==> config.mk <==
export PLATFORM = sky130hd
export DESIGN_NAME = hc373_load_sequencer
export DESIGN_NICKNAME = d
export VERILOG_FILES = /design/src/rtl/hc373_load_sequencer_pkg.sv /design/src/rtl/hc373_phase_timer.sv /design/src/rtl/hc373_load_sequencer.sv
export SDC_FILE = /design/constraint.sdc
export NUM_CORES = 1
export LEC_CHECK = 0
export ABC_AREA = 1
export ABC_CLOCK_PERIOD_IN_PS = 1900
export CAP_MARGIN = 10
export CORE_ASPECT_RATIO = 2
export CORE_MARGIN = 1
export CORE_UTILIZATION = 35
export DETAILED_ROUTE_END_ITERATION = 7
export GPL_ROUTABILITY_DRIVEN = 0
export PLACE_DENSITY = 0.68
export RECOVER_POWER = 50
export SYNTH_ARGS = -nofsm -noshare
export SYNTH_HDL_FRONTEND = slang
export SYNTH_SLANG_ARGS = --single-unit
==> constraint.sdc <==
create_clock -name CLK -period 1.9 [get_ports CLK]
set_clock_uncertainty 0.05 [all_clocks]
set_input_delay 0.19 -clock CLK [delete_from_list [all_inputs] [get_ports CLK]]
set_output_delay 0.19 -clock CLK [all_outputs]
set_load 0.05 [all_outputs]
==> src/rtl/hc373_load_sequencer_pkg.sv <==
// Shared definitions for the 74-series latch support blocks of the TTM4 emulator.
`default_nettype none

package hc373_load_sequencer_pkg;

  localparam int CNT_W = 4;

  typedef enum logic [1:0] {
    IDLE   = 2'd0,
    SETUP  = 2'd1,
    STROBE = 2'd2,
    HOLD   = 2'd3
  } state_t;

  // A phase of N cycles is timed by loading N-1 and ending when the counter reads zero.
  function automatic logic [CNT_W-1:0] phase_load(input int unsigned cyc);
    return (cyc == 0) ? '0 : CNT_W'(cyc - 1);
  endfunction

endpackage

`default_nettype wire

==> src/rtl/hc373_phase_timer.sv <==
// Loadable down-counter with a zero flag; times the setup, strobe and hold phases.
`default_nettype none

module hc373_phase_timer
  import hc373_load_sequencer_pkg::*;
(
  input  logic             clk,
  input  logic             rst_n,
  input  logic             load,
  input  logic [CNT_W-1:0] load_val,
  output logic             zero
);

  logic [CNT_W-1:0] cnt_q;
  logic [CNT_W-1:0] cnt_d;

  always_comb begin
    cnt_d = cnt_q;
    if (load) begin
      cnt_d = load_val;
    end else if (cnt_q != '0) begin
      cnt_d = cnt_q - 1'b1;
    end
  end

  always_ff @(posedge clk or negedge rst_n) begin
    if (!rst_n) begin
      cnt_q <= '0;
    end else begin
      cnt_q <= cnt_d;
    end
  end

  assign zero = (cnt_q == '0);

endmodule

`default_nettype wire

==> src/rtl/hc373_load_sequencer.sv <==
// Drives a 74HC373 latch: accepts bytes over valid/ready, generates the LE strobe
// with programmable setup/strobe/hold windows, controls nOE and shadows the latched byte.
`default_nettype none

module hc373_load_sequencer
  import hc373_load_sequencer_pkg::*;
#(
  parameter int unsigned SETUP_CYC  = 1,
  parameter int unsigned STROBE_CYC = 2,
  parameter int unsigned HOLD_CYC   = 1,
  parameter bit          OE_BLANK   = 1'b1
) (
  input  logic       CLK,
  input  logic       nRST,
  input  logic       REQ_VALID,
  input  logic [7:0] REQ_DATA,
  output logic       REQ_READY,
  input  logic       OE_REQ,
  output logic [7:0] D,
  output logic       LE,
  output logic       nOE,
  output logic       DONE,
  output logic [7:0] LATCHED
);

  // A zero-length strobe would never open the latch, so it is stretched to one cycle.
  localparam int unsigned STROBE_EFF = (STROBE_CYC == 0) ? 1 : STROBE_CYC;
  localparam logic [CNT_W-1:0] SETUP_LD  = phase_load(SETUP_CYC);
  localparam logic [CNT_W-1:0] STROBE_LD = phase_load(STROBE_EFF);
  localparam logic [CNT_W-1:0] HOLD_LD   = phase_load(HOLD_CYC);

  state_t     state_q, state_d;
  logic [7:0] d_q, d_d;
  logic [7:0] latched_q, latched_d;
  logic       le_q, le_d;
  logic       noe_q, noe_d;
  logic       ready_q, ready_d;
  logic       done_q, done_d;
  logic             tmr_load;
  logic [CNT_W-1:0] tmr_val;
  logic             tmr_zero;

  hc373_phase_timer u_timer (
    .clk      (CLK),
    .rst_n    (nRST),
    .load     (tmr_load),
    .load_val (tmr_val),
    .zero     (tmr_zero)
  );

  always_comb begin
    state_d   = state_q;
    d_d       = d_q;
    latched_d = latched_q;
    le_d      = le_q;
    ready_d   = ready_q;
    done_d    = 1'b0;
    tmr_load  = 1'b0;
    tmr_val   = '0;

    case (state_q)
      IDLE: begin
        ready_d = 1'b1;
        if (REQ_VALID && ready_q) begin
          d_d      = REQ_DATA;
          ready_d  = 1'b0;
          tmr_load = 1'b1;
          if (SETUP_CYC > 0) begin
            state_d = SETUP;
            tmr_val = SETUP_LD;
          end else begin
            state_d = STROBE;
            le_d    = 1'b1;
            tmr_val = STROBE_LD;
          end
        end
      end
      SETUP: begin
        if (tmr_zero) begin
          state_d  = STROBE;
          le_d     = 1'b1;
          tmr_load = 1'b1;
          tmr_val  = STROBE_LD;
        end
      end
      STROBE: begin
        if (tmr_zero) begin
          le_d      = 1'b0;
          latched_d = d_q;
          if (HOLD_CYC > 0) begin
            state_d  = HOLD;
            tmr_load = 1'b1;
            tmr_val  = HOLD_LD;
          end else begin
            state_d = IDLE;
            done_d  = 1'b1;
            ready_d = 1'b1;
          end
        end
      end
      HOLD: begin
        if (tmr_zero) begin
          state_d = IDLE;
          done_d  = 1'b1;
          ready_d = 1'b1;
        end
      end
      default: state_d = IDLE;
    endcase

    // Blanking keys off the next LE value so nOE rises in the same cycle as LE.
    noe_d = (OE_BLANK && le_d) ? 1'b1 : ~OE_REQ;
  end

  always_ff @(posedge CLK or negedge nRST) begin
    if (!nRST) begin
      state_q   <= IDLE;
      d_q       <= 8'h00;
      latched_q <= 8'h00;
      le_q      <= 1'b0;
      noe_q     <= 1'b1;
      ready_q   <= 1'b0;
      done_q    <= 1'b0;
    end else begin
      state_q   <= state_d;
      d_q       <= d_d;
      latched_q <= latched_d;
      le_q      <= le_d;
      noe_q     <= noe_d;
      ready_q   <= ready_d;
      done_q    <= done_d;
    end
  end

  assign REQ_READY = ready_q;
  assign D         = d_q;
  assign LE        = le_q;
  assign nOE       = noe_q;
  assign DONE      = done_q;
  assign LATCHED   = latched_q;

endmodule

`default_nettype wire
==> impl_metrics.tcl <==
set metrics [dict create \
    clock_sinks 26 \
    syn_nets 147 \
    grt_pass1_vias 1056 \
    worst_pin_slew_ps 655 \
    die_w_um 43.6 \
    slew_viol_final 0 \
    drt_wl_total_um 2470 \
    worstSetupStartpointType "flop" \
    portBuffers 31 \
    layout_commonest_cell "clkdlybuf4s50_1" \
    wl_per_cell_um 12.7 \
    area_growth_pct 32.5 \
    grt_pass1_wl_um 4350 \
    root_buffer "clkbuf_8" \
    grt.busiest_layer "met2" \
    synthTopCellsByArea "dfrtp_1, nand2_1, ha_1" \
    register_area_sq_um 652 \
    yosys_warnings 0 \
    track_usage_pct 15.5 \
    syn_area_sq_mm 0.00121 \
    synth-seq-cells 26 \
    die_y_um 85.1 \
    yosysTopAreaCell "dfrtp_1" \
    cap_violations 0 \
    critical_path.cell_chain "clkdlybuf4s50_1" \
    crit_family "buffers and inverters" \
    ys_seq_area_share_pct 53.9 \
    clkLatencyLatePin_ps 270 \
    antennaDiodeCount 0 \
    r2r_slack_ps 320 \
    grt_max_degree 27 \
    hold_violations 0 \
    grtUsageMet1_pct 15.5 \
    postRouteAntennaNets 0 \
    synth_cell_types 22 \
    cts_hold_buffers 0 \
    ctsResizeCount 0 \
    crit_slowest_cell "clkdlybuf4s50_1" \
    core_sq_mm 0.00323 \
    pin_count 32 \
    fillers 321 \
    violations "design-rule violations" \
    cts_tree "yes" \
    clk_path_buf_depth 2 \
    finalCritPeriodShare_pct 96.7 \
    slew_headroom_pct 56.4 \
    multi_input_area_sq_um 454 \
    post_cts_buffers 0 \
    fin_setup_tns_ps 0 \
    path_class "flop to primary output" \
    via_per_inst 4.89 \
    synth_top_area_share_pct 51.8 \
    finalSetupViolCount 0 \
    final_cell_mix "clkdlybuf4s50_1, dfrtp_1, nand2_1, inv_1, nor2_1" \
    clkTransAtPathRegs_ps 90 \
    final.min_clock_period_ps 1840 \
    drt_pass1_iterations 6 \
    drc_errors 8 \
    vias 948 \
    start_util_pct 37.4 \
    cp_num_buf_inv 1 \
    worstPathArrival_ps 1600 \
    cts-htree-levels 1 \
    antenna_found_initial 0 \
    grtUsageMet2_pct 28.0 \
    synth_area_per_cell_sq_um 9.44 \
    rsz0062_at_grt "no" \
    rows 29 \
    worstPathRequired_ps 1660 \
    gr-usage-met3_pct 2.98 \
    max_stage_delay_ps 800 \
    critPathMaxFanout 1 \
    syn_inst 128 \
    hpwl_um 1960 \
    outcome "finished with violations" \
    drt_iter0_drc 30 \
    nNetsFinal 183 \
    hold_path.class "primary input to flop" \
    cts_buffers 3 \
    grt-ovfl-total 0 \
    cp-end-kind "primary output" \
    die_area_sq_mm 0.00371 \
    fmax_ghz 0.544 \
    layout-drive-gt1-share_pct 12.3 \
]
## per-stage QoR
step | worst slack [ps] | hold slack, ps | cells | area, sq um | util [%]
2_1_floorplan | 452 | -156 | 128 | 1210 | -
3_3_place_gp | 372 | 416 | 190 | 1560 | 48.2
3_5_place_dp | 334 | 424 | 190 | 1560 | 48.2
4_1_cts | 55.2 | 238 | 194 | 1610 | 49.9
5_1_grt | 40.5 | 396 | 194 | 1600 | 49.6
6_report | 62.6 | 369 | 194 | 1600 | 49.6
## kinds of logic after synthesis
| family | after synthesis | synth area share [%] |
|---|---|---|
| XOR/XNOR | 2 | 1.45 |
| adder cells (fa/ha/maj) | 7 | 7.25 |
| buffers and inverters | 23 | 8.07 |
| AO/OA/AOI/OAI | 23 | 12.2 |
| flip-flops | 26 | 53.9 |
| AND/OR/NAND/NOR | 47 | 17.1 |
## Yosys cell counts, drive strengths merged
library cell  count
nand2            26
dfrtp            25
inv              21
nor2             13
o21ai            13
a21oi             9
ha                7
nand3             6
buf               2
and3              1
dfstp             1
nor3              1
o211ai            1
xnor2             1
xor2              1
## registers in the layout (all words and copies together) (netlist names)
register,count
D,8
DONE,1
LATCHED,8
LE,1
REQ_READY,1
nOE,1
state_q,2
u_timer.cnt_q,4
## final timing paths
path                                             start                            to  cells after the start
worst max-delay path                     nOE$_DFF_PN1_                           nOE                      1
worst min-delay path                            OE_REQ                 nOE$_DFF_PN1_                      2
worst max register to register  state_q[0]$_DFFE_PN0P_  u_timer.cnt_q[0]$_DFFE_PN0P_                      9
worst min register to register  LATCHED[1]$_DFFE_PN0P_        LATCHED[1]$_DFFE_PN0P_                      2
max in group asynchronous                         nRST              D[4]$_DFFE_PN0P_                      2
min in group asynchronous                         nRST  u_timer.cnt_q[1]$_DFFE_PN0P_                      2
## cell type report
class | count | area share (%)
repair buffers | 33 | 20.0
clock buffers | 4 | 3.44
flip-flops and latches | 26 | 40.7
multi-input cells | 79 | 28.4
inverters | 21 | 5.08
well taps | 31 | 2.42
## worst reg2reg max path: stages, from the launching register on
cell	delay, ps
dfrtp_1	420
inv_1	110
ha_1	340
nand3_1	110
nand2_1	90
nand2_1	140
nand2_1	90
nand2_1	50
nand2_1	50
nand2_1	40
## metal layers
metal / vias to the layer above / wire length [um]
met5: - / 0
met3: 6 / 98
met2: 26 / 1410
met1: 448 / 890
li1: 468 / -
met4: 0 / 73
Power is left out: the tool's default activity adds up to more than one toggle a clock period on the data nets, which glitch-free logic cannot reach.
